===== config.mk =====
export PLATFORM = sky130hd
export DESIGN_NAME = rotate_sequencer
export DESIGN_NICKNAME = d
export VERILOG_FILES = /design/src/rtl/rotseq_pkg.sv /design/src/rtl/rotseq_op.sv /design/src/rtl/rotate_sequencer.sv
export SDC_FILE = /design/constraint.sdc
export NUM_CORES = 1
export LEC_CHECK = 0
export ABC_AREA = 1
export BUFFER_PORTS_ARGS = -buffer_cell sky130_fd_sc_hd__buf_4
export CAP_MARGIN = 40
export CORE_MARGIN = 5
export CORE_UTILIZATION = 40
export CTS_CLUSTER_DIAMETER = 100
export CTS_CLUSTER_SIZE = 25
export DETAILED_ROUTE_END_ITERATION = 8
export PLACE_DENSITY = 0.7
export SLEW_MARGIN = 30
export SYNTH_ARGS = -nofsm -noshare
export SYNTH_HDL_FRONTEND = slang
export SYNTH_SLANG_ARGS = --single-unit

===== constraint.sdc =====
create_clock -name clk -period 3.7 [get_ports clk]
set_input_delay 0.74 -clock clk [delete_from_list [all_inputs] [get_ports clk]]
set_output_delay 0.74 -clock clk [all_outputs]
set_load 0.02 [all_outputs]

===== src/rtl/rotseq_pkg.sv =====
// Shared types and constants for the rotate/invert pattern sequencer.
package rotseq_pkg;

  localparam int unsigned PAT_W = 4;

  typedef enum logic [1:0] {
    IDLE,
    RUN,
    DONE
  } state_t;

  localparam logic [1:0] PH_ROL1 = 2'd0;
  localparam logic [1:0] PH_ROL2 = 2'd1;
  localparam logic [1:0] PH_ROL3 = 2'd2;
  localparam logic [1:0] PH_INV  = 2'd3;

endpackage


===== src/rtl/rotseq_op.sv =====
// Combinational op decode: (phase, operand) -> result, shared with the datapath.
module rotseq_op
  import rotseq_pkg::*;
(
  input  logic [1:0]       phase,
  input  logic [PAT_W-1:0] operand,
  output logic [PAT_W-1:0] result
);

  always_comb begin
    result = operand;
    case (phase)
      PH_ROL1: result = {operand[2:0], operand[3]};
      PH_ROL2: result = {operand[1:0], operand[3:2]};
      PH_ROL3: result = {operand[0], operand[3:1]};
      PH_INV:  result = ~operand;
      default: result = operand;
    endcase
  end

endmodule


===== src/rtl/rotate_sequencer.sv =====
// Runs a bounded sequence of rotate/invert steps over a valid/ready output.
// Optional feature: ROTSEQ_PAUSE_EN adds a pause input that freezes RUN.
module rotate_sequencer
  import rotseq_pkg::*;
#(
  parameter int unsigned CNT_W = 4
) (
  input  logic             clk,
  input  logic             rst_n,
  input  logic             start,
  input  logic [PAT_W-1:0] pattern_in,
  input  logic [CNT_W-1:0] count_in,
  output logic [PAT_W-1:0] out_data,
  output logic             out_valid,
  input  logic             out_ready,
  output logic             busy,
  output logic             done,
  output logic [PAT_W-1:0] final_pat
`ifdef ROTSEQ_PAUSE_EN
  ,
  input  logic             pause
`endif
);

  state_t           state_q, state_d;
  logic [PAT_W-1:0] pat_q;
  logic [CNT_W-1:0] steps_q;
  logic [1:0]       phase_q;
  logic [PAT_W-1:0] op_res;
  logic             load, adv, run_en;

`ifdef ROTSEQ_PAUSE_EN
  assign run_en = ~pause;
`else
  assign run_en = 1'b1;
`endif

  rotseq_op u_op (
    .phase   (phase_q),
    .operand (pat_q),
    .result  (op_res)
  );

  always_ff @(posedge clk or negedge rst_n) begin
    if (!rst_n) state_q <= IDLE;
    else        state_q <= state_d;
  end

  always_comb begin
    state_d   = state_q;
    load      = 1'b0;
    adv       = 1'b0;
    out_valid = 1'b0;
    busy      = 1'b0;
    done      = 1'b0;
    out_data  = '0;
    case (state_q)
      IDLE: begin
        if (start) begin
          load    = 1'b1;
          state_d = (count_in == '0) ? DONE : RUN;
        end
      end
      RUN: begin
        busy      = 1'b1;
        out_valid = run_en;
        // out_data stays driven while paused so the same value reappears on release
        out_data  = op_res;
        if (out_valid && out_ready) begin
          adv = 1'b1;
          if (steps_q == CNT_W'(1)) state_d = DONE;
        end
      end
      DONE: begin
        busy    = 1'b1;
        done    = 1'b1;
        state_d = IDLE;
      end
      default: state_d = IDLE;
    endcase
  end

  always_ff @(posedge clk or negedge rst_n) begin
    if (!rst_n) begin
      pat_q   <= '0;
      steps_q <= '0;
      phase_q <= PH_ROL1;
    end else if (load) begin
      pat_q   <= pattern_in;
      steps_q <= count_in;
      phase_q <= PH_ROL1;
    end else if (adv) begin
      pat_q   <= op_res;
      steps_q <= steps_q - CNT_W'(1);
      phase_q <= phase_q + 2'd1;
    end
  end

  assign final_pat = pat_q;

endmodule


# Word-level counts from Yosys, hierarchy flattened
# Cells that the tools add are included.
dict set report word_totals {
  regBits 12
  latchBits 0
  ram_bits 0
  mem_bits_ro 0
  inputBits 12
  out_inout_bits 11
  wordCells 42
  mem_count 0
}
dict set report op_classes {
  n_addsub 2
  multipliers 0
  n_div 0
  n_lt_le_gt_ge 0
  n_eq_ne 9
  shift 0
  n_mux 20
  bitwise 1
  n_reduce_logical 6
}
# op n
set ops {}
lappend ops {{2-to-1 mux 4 bit} 5}
lappend ops {{case mux 4 bit (4 select lines)} 1}
lappend ops {{2-to-1 mux 2 bit} 6}
lappend ops {{2-to-1 mux 1 bit} 7}
lappend ops {{equality test 2 bit (second input constant)} 3}
lappend ops {{inequality test 2 bit (second input constant)} 3}
lappend ops {{equality test 2 x 1 -> 1 bit (second input constant)} 2}
lappend ops {{equality test 4 x 1 -> 1 bit (second input constant)} 1}
lappend ops {{zero test 2 bit} 2}
lappend ops {{zero test 4 bit} 1}
lappend ops {{NOT 4 bit} 1}
lappend ops {{case mux 2 bit (2 select lines)} 1}
lappend ops {{subtractor 4 x 1 -> 4 bit (second input constant)} 1}
lappend ops {{AND reduction 3 bit} 1}
lappend ops {{adder 2 x 1 -> 2 bit (second input constant)} 1}
lappend ops {{nonzero test 2 bit} 1}
lappend ops {{OR reduction 2 bit} 1}

# Depth between registers and ports, before layout
dict set report depth {
  ltp_word 4
  mapped_depth 9
  depth_no_buf 9
}

# Modules after synthesis
# From an unflattened synthesis, not the netlist that was laid out.
dict set report unflattened {
  cells_unflattened 132
  hier_area_um2 950.9
}
# mod n_inst cells_each area_each_um2 seq_area_each_um2
set by_module_without_submodules {}
lappend by_module_without_submodules {rotate_sequencer 1 105 788.3 300.3}
lappend by_module_without_submodules {rotseq_op 1 27 162.7 0.0}

# Least setup slack after synthesis
# No wires, ideal clock.
dict set report synth_path {
  path_type {reg-to-output}
  startpoint {register state_q[1]}
  endpoint {output out_data[0]}
  arrival_ns 1.272
  t_required_ns 2.960
  slack_ns 1.688
  path_stages_with_launch 5
  path_buffers 0
  cell_sequence {dfrtp_1 -> inv_1 -> ha_1 -> inv_1 -> nor2_1}
}
dict set report synth_between {
  elab_chain_cells 2
}
# item line_no
set synth_rtl {}
lappend synth_rtl {{start, declared} rotate_sequencer.sv:25} ;# state_t state_q, state_d;
lappend synth_rtl {{start signal, assigned} rotate_sequencer.sv:46} ;# else state_q <= state_d;
lappend synth_rtl {{equality test 2 x 1 -> 1 bit} rotate_sequencer.sv:57} ;# case (state_q)
lappend synth_rtl {{2-to-1 mux 4 bit} rotate_sequencer.sv:57}
lappend synth_rtl {{end, declared} rotate_sequencer.sv:13} ;# output logic [PAT_W-1:0] out_data,
# No other way between the ends.

# Final worst setup path
dict set report layout_path {
  startpoint {register phase_q[0]}
  endpoint {output out_data[1]}
}
dict set report layout_between {
  elab_chain_cells 3
  elab_cells_between_ends 6
  classes_between {3 x eq/ne; 2 x mux; 1 x reduce/logical}
}
# item line_no
set layout_rtl {}
lappend layout_rtl {{start, declared} rotate_sequencer.sv:28} ;# logic [1:0] phase_q;
lappend layout_rtl {{start signal, assigned} rotate_sequencer.sv:95} ;# phase_q <= phase_q + 2'd1;
lappend layout_rtl {{equality test 2 bit (tied with other cells)} rotseq_op.sv:12} ;# case (phase)
lappend layout_rtl {{case mux 4 bit (4 select lines) (*)} rotseq_op.sv:12}
lappend layout_rtl {{2-to-1 mux 4 bit (*)} rotate_sequencer.sv:57}
# Every way passes the cells marked *; elsewhere a longest branch is shown, timed or not.

==> impl_metrics.json <==
{
  "synth-simple-area-share_pct": 33.8,
  "wl_mm": 2.18,
  "endpoint_kind": "output port",
  "ys_seq_area_share_pct": 32.7,
  "ctsHoldBuffers": 0,
  "synth_area_leader_cell": "dfrtp_1",
  "synth_cells": 133,
  "maxSlewHeadroom_pct": 82.8,
  "dieArea_mm2": 0.00335,
  "worst_ep_arrival_time_ps": 1620,
  "synth.avg_cell_area_um2": 6.90,
  "synthAdderAreaFrac_pct": 12.3,
  "globalRouteOverflowTotal": 0,
  "clkPwrFrac_pct": 10.8,
  "tritoncts": "done",
  "insertion_delay_ps": 270,
  "synthMuxAreaShare_pct": 0,
  "viasPerCell": 4.94,
  "rsz0062_at_grt": "no",
  "internal_power_mw": 0.484,
  "max-cap-violations": 0,
  "row_count": 17,
  "skew_ps": 2.05,
  "die-height_um": 57.9,
  "start_util_pct": 41.9,
  "nNetsFinal": 180,
  "seqPwrFrac_pct": 25.9,
  "crit_path_max_fanout": 8,
  "synth_most_common_cell": "nand2_1",
  "crit_type": "flop to output port",
  "synth_top_family_by_area": "simple AND/OR/NAND/NOR gates",
  "tightest_slew_ps": 258,
  "drt-initial-drc-count": 18,
  "vias": 918,
  "grt_max_degree": 13,
  "hp-class": "primary input to async pin",
  "gp_congestion": 0.791,
  "drt_pre_antenna_iters": 4,
  "yosysWarnings": 0,
  "clk_pin_slew_ps": 80,
  "switching_share_pct": 50.1,
  "synth_area_um2": 917,
  "grt_pass1_vias": 905,
  "leakagePower_nw": 0.636,
  "synthTopCellsByArea": "dfrtp_1 33%, nand2_1 18%, ha_1 12%, inv_1 9.0%, nand3_1 6.5%",
  "finalCriticalPeriod_ps": 2360,
  "p_switching_mw": 0.486,
  "antenna_found_initial": 0,
  "grtUsageTotal_pct": 14.3,
  "coreArea_mm2": 0.00219,
  "io_pins": 23,
  "status": "finished clean",
  "htreeDepth": 1,
  "synth_ff_type": "dfrtp_1",
  "yosys-top-cells-count": "44 x nand2_1, 22 x inv_1, 12 x dfrtp_1, 12 x nand3_1",
  "cts.sinks": 12,
  "p_comb_share_pct": 63.3,
  "wl_per_cell_um": 11.7,
  "cts-root-buf": "clkbuf_4",
  "fin_crit_sh_pct": 63.7,
  "synthDistinctLibCells": 20,
  "power_mw": 0.970,
  "grt_pass1_wl_mm": 3.74,
  "synth.top_cell.area_share_pct": 32.7,
  "power_density_mw_per_mm2": 845,
  "drc": 0,
  "final_antenna_net_count": 0,
  "setup_viol": 0,
  "syn_nets": 154,
  "ys_seq_elements": 12,
  "place_area_mm2": 0.00111,
  "post_cts_buffers": 0,
  "fmax_ghz": 0.424,
  "ctsLongestPathBuffers": 2,
  "synth_xor_area_share_pct": 0.955,
  "design_area_mm2": 0.00115,
  "maxSlewViolCount": 0,
  "cts_inserted_buffers": 3,
  "cts_resized": 0,
  "portBuffers": 22,
  "ir_worst_vdd_v": 0.000426,
  "dp_hpwl_mm": 1.75,
  "required_ps": 2960,
  "tns_ps": 0,
  "layout-drive-gt1-share_pct": 22.2,
  "area_growth_pct": 25.2,
  "num_antenna_cells": 0,
  "start_kind": "flop",
  "die_width_um": 57.9,
  "synth_edf_count": 0,
  "finalHoldViolCount": 0,
  "synthArstFlopShare_pct": 100,
  "synth_compound_area_share_pct": 9.69
}
## through the flow
step / hold slack, ps / setup slack (ps) / util, % / cells
finish: 297 / 1340 / 52.4 / 186
global route: 289 / 1200 / 52.4 / 186
CTS: 296 / 1330 / 52.4 / 186
detailed placement: 500 / 1630 / 50.8 / 182
global placement: 490 / 1730 / 50.8 / 182
floorplan: 444 / 1690 / - / 133
## layout by cell type, fill, tap and decap left out, types with 2 or more instances in the layout
cell	netlist	final
a21oi_1	5	5
nand3_1	12	12
dfrtp_1	12	12
o21ai_1	3	3
nand2_2	2	2
nor2_1	9	9
buf_4	0	22
inv_1	22	22
ha_1	9	9
o21ai_0	4	4
clkbuf_4	0	3
nand2_4	2	2
nand2_1	44	44
## layout make-up
| type | instances | area (µm²) |
|---|---|---|
| fill | 232 | 1040 |
| inverter | 24 | 91.3 |
| multi-input combinational | 96 | 520 |
| timing repair buffer | 22 | 165 |
| clock buffer | 4 | 36.3 |
| tap | 28 | 35.0 |
| sequential | 12 | 300 |
## worst max-delay path, stage by stage, from the launching register on
cell,delay (ps)
dfrtp_1,420
inv_1,90
ha_1,290
a21oi_1,170
nand3_1,110
nand2_1,80
nor2_1,40
buf_4,150
## power by group through the flow
stage	Clock [mW]	Combinational, mW	Sequential, mW
global route	0.116	0.696	0.259
finish	0.105	0.614	0.252
global placement	0	0.602	0.249
floorplan	0	0.418	0.264
CTS	0.108	0.615	0.251
detailed placement	0	0.613	0.253
## state kept, by name, indices dropped and copies added (netlist names)
signal	flops
steps_q	4
state_q	2
phase_q	2
final_pat	4
## final timing paths
kind                            start     endpoint  depth (start not counted)  slack [ps]
setup / recovery           phase_q[0]  out_data[1]                          7        1340
hold / removal                  rst_n   steps_q[0]                          1         300
setup reg to reg           state_q[1]   steps_q[1]                          7        2350
hold reg to reg            state_q[0]   state_q[0]                          2         520
max in group asynchronous       rst_n   phase_q[1]                          1        3250
min in group clk           state_q[0]   state_q[0]                          2         520
## routing by layer
layer / track usage (%) / up-vias / wire, µm
met5: 0 / - / 0
met4: 6.62 / 0 / 68
met3: 3.56 / 10 / 165
met2: 24.2 / 35 / 983
met1: 16.8 / 409 / 965
li1: - / 464 / -
## logic make-up (layout without fill, tap and decap cells)
logic type,after synthesis,after routing
compound gates,15,15
xor+xnor,1,1
fa+ha+maj,9,9
buf+inv,25,50
flops,12,12
simple gates,71,71
Power figures use the tool's default switching activity.
